--- config.mk ---
export PLATFORM = sky130hd
export DESIGN_NAME = snr_estimator_flat
export DESIGN_NICKNAME = d
export VERILOG_FILES = /design/src/rtl/snr_estimator_if.sv /design/src/rtl/snr_estimator.sv /design/src/flat_wrapper.sv
export SDC_FILE = /design/constraint.sdc
export NUM_CORES = 2
export LEC_CHECK = 0
export CAP_MARGIN = 30
export CORE_ASPECT_RATIO = 0.9
export CORE_MARGIN = 8
export CORE_UTILIZATION = 35
export DETAILED_ROUTE_END_ITERATION = 12
export PLACE_DENSITY = 0.6
export SLEW_MARGIN = 10
export SYNTH_ARGS = -nofsm -noshare
export SYNTH_HDL_FRONTEND = slang
export SYNTH_SLANG_ARGS = --single-unit
export TNS_END_PERCENT = 10
--- constraint.sdc ---
create_clock -name PCLK -period 13.5 [get_ports PCLK]
set_input_delay 2.7 -clock PCLK [delete_from_list [all_inputs] [get_ports PCLK]]
set_output_delay 2.7 -clock PCLK [all_outputs]
set_load 0.05 [all_outputs]
--- src/rtl/snr_estimator_if.sv ---
// Sample stream in, SNR result out: the link between the demodulator,
// snr_estimator and the APB register block.
interface snr_estimator_if #(
    parameter int DW = 12
) ();
    logic signed [DW-1:0] sample_i;
    logic signed [DW-1:0] sample_q;
    logic                 sample_valid;
    logic [16:0]          SNR;
    logic                 snr_valid;
    logic                 snr_sat;

    modport master (
        output sample_i, sample_q, sample_valid,
        input  SNR, snr_valid, snr_sat
    );

    modport slave (
        input  sample_i, sample_q, sample_valid,
        output SNR, snr_valid, snr_sat
    );
endinterface

--- src/rtl/snr_estimator.sv ---
// Windowed I/Q SNR estimator: S/N as unsigned Q9.8 via a restoring divider.
// Define SNR_AVG_EN to smooth SNR with a 1/4-weight exponential average.
module snr_estimator #(
    parameter int DW       = 12,
    parameter int WIN_LOG2 = 10
) (
    input  logic PCLK,
    input  logic PRESETn,
    input  logic enable,
    snr_estimator_if.slave bus
);

    localparam int MW = DW - 1;
    localparam int AW = MW + WIN_LOG2;
    localparam int PW = 2 * DW + WIN_LOG2;
    localparam int SW = 2 * DW - 1;
    localparam int NW = 2 * DW;
    localparam int CW = NW + 9;
    localparam int QW = 17;

    typedef enum logic [1:0] {IDLE, CALC, DIV, DONE} state_t;

    state_t         state, state_nxt;
    logic [AW-1:0]  sum_abs_i, sum_abs_q, nxt_abs_i, nxt_abs_q;
    logic [PW-1:0]  sum_pwr, nxt_pwr;
    logic [WIN_LOG2-1:0] cnt;
    logic [MW-1:0]  abs_i, abs_q, snap_mi, snap_mq;
    logic [NW-1:0]  snap_p;
    logic           snap_pend;
    logic signed [2*DW-1:0] ext_i, ext_q;
    logic [2*DW-1:0] pwr;
    logic           accept, last;
    logic [SW-1:0]  s_val;
    logic [NW-1:0]  n_val;
    logic           sat_cond;
    logic [QW-1:0]  result;
    logic           res_sat;
    logic [NW-1:0]  rem, divisor, rem_sub;
    logic [QW-1:0]  dlo;
    logic [NW:0]    trial;
    logic           ge;
    logic [4:0]     div_cnt;

    // The most negative code has no positive twin, so it clamps to max.
    function automatic logic [MW-1:0] mag(input logic signed [DW-1:0] x);
        if (x == {1'b1, {(DW-1){1'b0}}})
            return {MW{1'b1}};
        else if (x[DW-1])
            return MW'(-x);
        else
            return MW'(x);
    endfunction

    assign abs_i     = mag(bus.sample_i);
    assign abs_q     = mag(bus.sample_q);
    assign ext_i     = {{DW{bus.sample_i[DW-1]}}, bus.sample_i};
    assign ext_q     = {{DW{bus.sample_q[DW-1]}}, bus.sample_q};
    assign pwr       = $unsigned(ext_i * ext_i) + $unsigned(ext_q * ext_q);
    assign nxt_abs_i = sum_abs_i + AW'(abs_i);
    assign nxt_abs_q = sum_abs_q + AW'(abs_q);
    assign nxt_pwr   = sum_pwr + PW'(pwr);
    assign accept    = enable & bus.sample_valid;
    assign last      = accept & (cnt == '1);

    always_ff @(posedge PCLK or negedge PRESETn) begin
        if (!PRESETn) begin
            sum_abs_i <= '0;
            sum_abs_q <= '0;
            sum_pwr   <= '0;
            cnt       <= '0;
            snap_mi   <= '0;
            snap_mq   <= '0;
            snap_p    <= '0;
            snap_pend <= 1'b0;
        end else if (!enable) begin
            sum_abs_i <= '0;
            sum_abs_q <= '0;
            sum_pwr   <= '0;
            cnt       <= '0;
            snap_pend <= 1'b0;
        end else begin
            if (accept) begin
                cnt <= cnt + 1'b1;
                if (last) begin
                    sum_abs_i <= '0;
                    sum_abs_q <= '0;
                    sum_pwr   <= '0;
                    snap_mi   <= nxt_abs_i[AW-1:WIN_LOG2];
                    snap_mq   <= nxt_abs_q[AW-1:WIN_LOG2];
                    snap_p    <= nxt_pwr[PW-1:WIN_LOG2];
                end else begin
                    sum_abs_i <= nxt_abs_i;
                    sum_abs_q <= nxt_abs_q;
                    sum_pwr   <= nxt_pwr;
                end
            end
            if (last)
                snap_pend <= 1'b1;
            else if (state == IDLE)
                snap_pend <= 1'b0;
        end
    end

    assign s_val    = SW'(snap_mi) * SW'(snap_mi) + SW'(snap_mq) * SW'(snap_mq);
    assign n_val    = (snap_p > NW'(s_val)) ? snap_p - NW'(s_val) : '0;
    assign sat_cond = (n_val == '0) || (CW'(s_val) >= {n_val, 9'b0});

    // Partial remainder stays below the divisor, so one extra bit holds the trial.
    assign trial   = {rem, dlo[QW-1]};
    assign ge      = trial >= {1'b0, divisor};
    assign rem_sub = trial[NW-1:0] - divisor;

    always_ff @(posedge PCLK or negedge PRESETn) begin
        if (!PRESETn)
            state <= IDLE;
        else if (!enable)
            state <= IDLE;
        else
            state <= state_nxt;
    end

    always_comb begin
        state_nxt = state;
        case (state)
            IDLE:    if (snap_pend) state_nxt = CALC;
            CALC:    state_nxt = ((s_val == '0) || sat_cond) ? DONE : DIV;
            DIV:     if (div_cnt == 5'd16) state_nxt = DONE;
            DONE:    state_nxt = IDLE;
            default: state_nxt = IDLE;
        endcase
    end

    always_ff @(posedge PCLK or negedge PRESETn) begin
        if (!PRESETn) begin
            result  <= '0;
            res_sat <= 1'b0;
            rem     <= '0;
            divisor <= '0;
            dlo     <= '0;
            div_cnt <= '0;
        end else begin
            case (state)
                CALC: begin
                    div_cnt <= '0;
                    if (s_val == '0) begin
                        result  <= '0;
                        res_sat <= 1'b0;
                    end else if (sat_cond) begin
                        result  <= '1;
                        res_sat <= 1'b1;
                    end else begin
                        result  <= '0;
                        res_sat <= 1'b0;
                        rem     <= NW'(s_val >> 9);
                        dlo     <= {s_val[8:0], 8'b0};
                        divisor <= n_val;
                    end
                end
                DIV: begin
                    rem     <= ge ? rem_sub : trial[NW-1:0];
                    dlo     <= dlo << 1;
                    result  <= {result[QW-2:0], ge};
                    div_cnt <= div_cnt + 1'b1;
                end
                default: ;
            endcase
        end
    end

`ifdef SNR_AVG_EN
    logic        avg_first;
    logic signed [17:0] avg_diff;
    assign avg_diff = $signed({1'b0, result}) - $signed({1'b0, bus.SNR});
`endif

    always_ff @(posedge PCLK or negedge PRESETn) begin
        if (!PRESETn) begin
            bus.SNR       <= '0;
            bus.snr_valid <= 1'b0;
            bus.snr_sat   <= 1'b0;
`ifdef SNR_AVG_EN
            avg_first     <= 1'b1;
`endif
        end else begin
            bus.snr_valid <= enable && (state == DONE);
            if (enable && (state == DONE)) begin
                bus.snr_sat <= res_sat;
`ifdef SNR_AVG_EN
                bus.SNR     <= avg_first ? result : bus.SNR + 17'(avg_diff >>> 2);
                avg_first   <= 1'b0;
`else
                bus.SNR     <= result;
`endif
            end
`ifdef SNR_AVG_EN
            else if (!enable) begin
                avg_first <= 1'b1;
            end
`endif
        end
    end

endmodule

--- src/flat_wrapper.sv ---
// flat-port wrapper written by rule: the top's interface ports become plain ports
module snr_estimator_flat 
#(
    parameter int DW       = 12,
    parameter int WIN_LOG2 = 10
)
  (PCLK, PRESETn, enable, bus_sample_i, bus_sample_q, bus_sample_valid, bus_SNR, bus_snr_valid, bus_snr_sat);
  snr_estimator_if #(.DW(DW)) bus_i ();
  input  logic PCLK;
  input  logic PRESETn;
  input  logic enable;
  input wire logic [$bits(bus_i.sample_i)-1:0] bus_sample_i;
  input wire logic [$bits(bus_i.sample_q)-1:0] bus_sample_q;
  input wire logic [$bits(bus_i.sample_valid)-1:0] bus_sample_valid;
  output wire logic [$bits(bus_i.SNR)-1:0] bus_SNR;
  output wire logic [$bits(bus_i.snr_valid)-1:0] bus_snr_valid;
  output wire logic [$bits(bus_i.snr_sat)-1:0] bus_snr_sat;
  assign bus_i.sample_i = bus_sample_i;
  assign bus_i.sample_q = bus_sample_q;
  assign bus_i.sample_valid = bus_sample_valid;
  assign bus_SNR = bus_i.SNR;
  assign bus_snr_valid = bus_i.snr_valid;
  assign bus_snr_sat = bus_i.snr_sat;
  snr_estimator #(.DW(DW), .WIN_LOG2(WIN_LOG2)) u_core (.PCLK(PCLK), .PRESETn(PRESETn), .enable(enable), .bus(bus_i));
endmodule
==> out/qor.csv <==
metric;value;unit
Hold Slack;0.4878;ns
syn nets;4287;
via/cell ratio;4.982;
setup ws final;0.9552;ns
R2R depth;41;
dpl ws;1.061;ns
post-synthesis sequential area ratio;18.01;%
Critical R2R Launch;u_core.snap_mq[2];
number of synthesis warnings;0;
delay of the slowest critical-path stage;0.66;ns
GRT overflow;0;
Worst Tran Pin Value;1.176;ns
total wire length;76520;um
Sink Count;234;
DR vias;23610;
commonest cells after routing, fill and taps aside;640 x inv_1, 450 x fa_1, 327 x nand2_1;
RSZ-0062 raised after global routing;no;
setup TNS;0;ns
first-pass GRT wire length;128600;um
Max H-tree Level;1;
gpl congestion;0.8889;
Post-Syn Area;32510;um2
Slowest cell on crit path;dfrtp_1;
Reg2Reg Setup Slack;0.96;ns
Arrival @ worst endpoint;13.00;ns
Hold WC Path Type;reg -> reg;
GR Util All Layers;15.05;%
FF+latch count, synth;234;
MaxCap Viol Count;0;
Async S/R FF share, synth;100.0;%
post-CTS resize count;0;
I/O pin total;47;
Slew HR;21.59;%
WS Path Type;reg -> reg;
CTS tree;built;
Bufs on Longest Clock Path;3;
clk_lat worst skew;0.57;ns
Setup crit start;u_core.snap_mq[2];
vias in the first global route;24440;
Worst Setup Start Kind;register;
crit path to;u_core.divisor[19];
top_reg_cell synth;dfrtp_1;
CTS Buf Count;28;
Avg WL per Cell;16.14;um
Slew Limit Fails;0;
FF-to-FF End;u_core.divisor[19];
clock root cell;clkbuf_16;
cell mode on critical path;fa_1;
Pre-antenna DRT Iters;5;
hold_buf cts;0;
Gate Count Post-Synth;3500;
Post-synth EDFFs;0;
initial antenna violation count;0;
Area growth, synth to finish;8.287;%
hpwl dp;62140;um
Setup Buffers After CTS;0;
Unique masters post-synth;94;
final hold violation count;0;
status;finished clean;
Die W;337.2;um
final cell count without fillers;4740;
nets@finish;4263;
largest net degree at the start of global routing;161;
core area;92440;um2
ANT nets after route;0;
most common cell after layout, fill and taps aside;inv_1;
fmax;79.71;MHz
fin crit share;92.92;%
Die Footprint;102900;um2
count of final setup violators;0;
clk_skew;0.01920;ns
Reg clk slew, reported paths;0.07;ns
Setup crit end kind;register;
number of diodes;0;
critical path peak fanout;15;
row cnt;106;
Buffers on Ports;46;
Mean Syn Cell Area;9.288;um2
Starting Density;35.17;%
DR DRC count;0;
die height;305.1;um
Tmin final;12.54;ns
Req. time, crit path;13.95;ns
placed cells;4687;
1st-iter DRT viols;1474;
share of cells above drive strength 1;4.260;%
## per-layer routing
layer	share of wire (%)	GRT usage, %	vias to the layer above
li1	-	-	11330
met1	48	21.91	11770
met2	46	24.44	429
met3	4.1	1.491	84
met4	1.7	2.684	0
met5	0	0	-
## cells in the mapped netlist (58+ instances only)
master / number / area (um2)
a21oi_1: 116 / 580.6
and2_1: 141 / 882.1
clkbuf_1: 107 / 401.6
dfrtp_1: 234 / 5856
fa_1: 450 / 9009
ha_1: 309 / 3866
inv_1: 640 / 2402
nand2_1: 327 / 1227
nor2_1: 121 / 454.2
o21ai_0: 179 / 895.9
xnor2_1: 117 / 1025
xor2_1: 58 / 508.0
## registers in the layout, indices dropped and copies added (netlist names), 2 cells and up
| name | flops |
|---|---|
| u_core.sum_abs_q | 21 |
| u_core.cnt | 10 |
| u_core.divisor | 24 |
| u_core.state | 2 |
| u_core.bus.SNR | 17 |
| u_core.dlo | 9 |
| u_core.snap_mq | 11 |
| u_core.div_cnt | 5 |
| u_core.rem | 24 |
| u_core.sum_abs_i | 21 |
| u_core.result | 17 |
| u_core.snap_mi | 11 |
| u_core.snap_p | 24 |
| u_core.sum_pwr | 34 |
## how the worst min path moves through the flow
stage / start / cells past startpoint / slack (ns) / endpoint
after floorplan: u_core.div_cnt[4] / 1 / 0.44 / u_core.div_cnt[4]
after global placement: u_core.sum_abs_q[6] / 2 / 0.47 / u_core.sum_abs_q[6]
after detailed placement: u_core.div_cnt[4] / 1 / 0.47 / u_core.div_cnt[4]
after CTS: u_core.div_cnt[4] / 1 / 0.49 / u_core.div_cnt[4]
after global routing: u_core.dlo[13] / 1 / 0.51 / u_core.dlo[13]
final: u_core.div_cnt[4] / 1 / 0.49 / u_core.div_cnt[4]
## cell type report
| type | instances | area (um2) |
|---|---|---|
| multi-input combinational | 2496 | 23750 |
| timing repair buffer | 71 | 673.1 |
| tap | 1242 | 1554 |
| clock buffer | 32 | 715.7 |
| inverter | 645 | 2421 |
| clock inverter | 20 | 230.2 |
| fill | 9405 | 57240 |
| sequential | 234 | 5856 |
## worst max-delay path, delay by kind of cell, from the launching register on
| family | cells | cell delay (ns) |
|---|---|---|
| xor+xnor | 1 | 0.48 |
| compound gates | 13 | 2.64 |
| mux | 1 | 0.32 |
| flops | 1 | 0.66 |
| fa+ha+maj | 12 | 5.39 |
| simple gates | 7 | 2.12 |
| buf+inv | 7 | 0.79 |
## through the flow
step	instance area, um2	util, %
final	35200	38.08
after global routing	35200	38.08
after CTS	35190	38.06
after detailed placement	34240	37.04
after global placement	34240	37.04
after floorplan	32510	-
## cells by family after synthesis
logic type                 after synthesis  share of synthesized area, %
AOI/OAI and AO/OA                      594                         12.14
xor gates and xnor gates               176                         4.800
DFF                                    234                         18.01
buffers and inverters                  770                         9.010
adders and majority gates              762                         39.70
and+or+nand+nor                        876                         13.42
muxes                                   88                         2.918
Power is left out: the tool's default activity adds up to more than one toggle a clock period on the data nets, which glitch-free logic cannot reach.
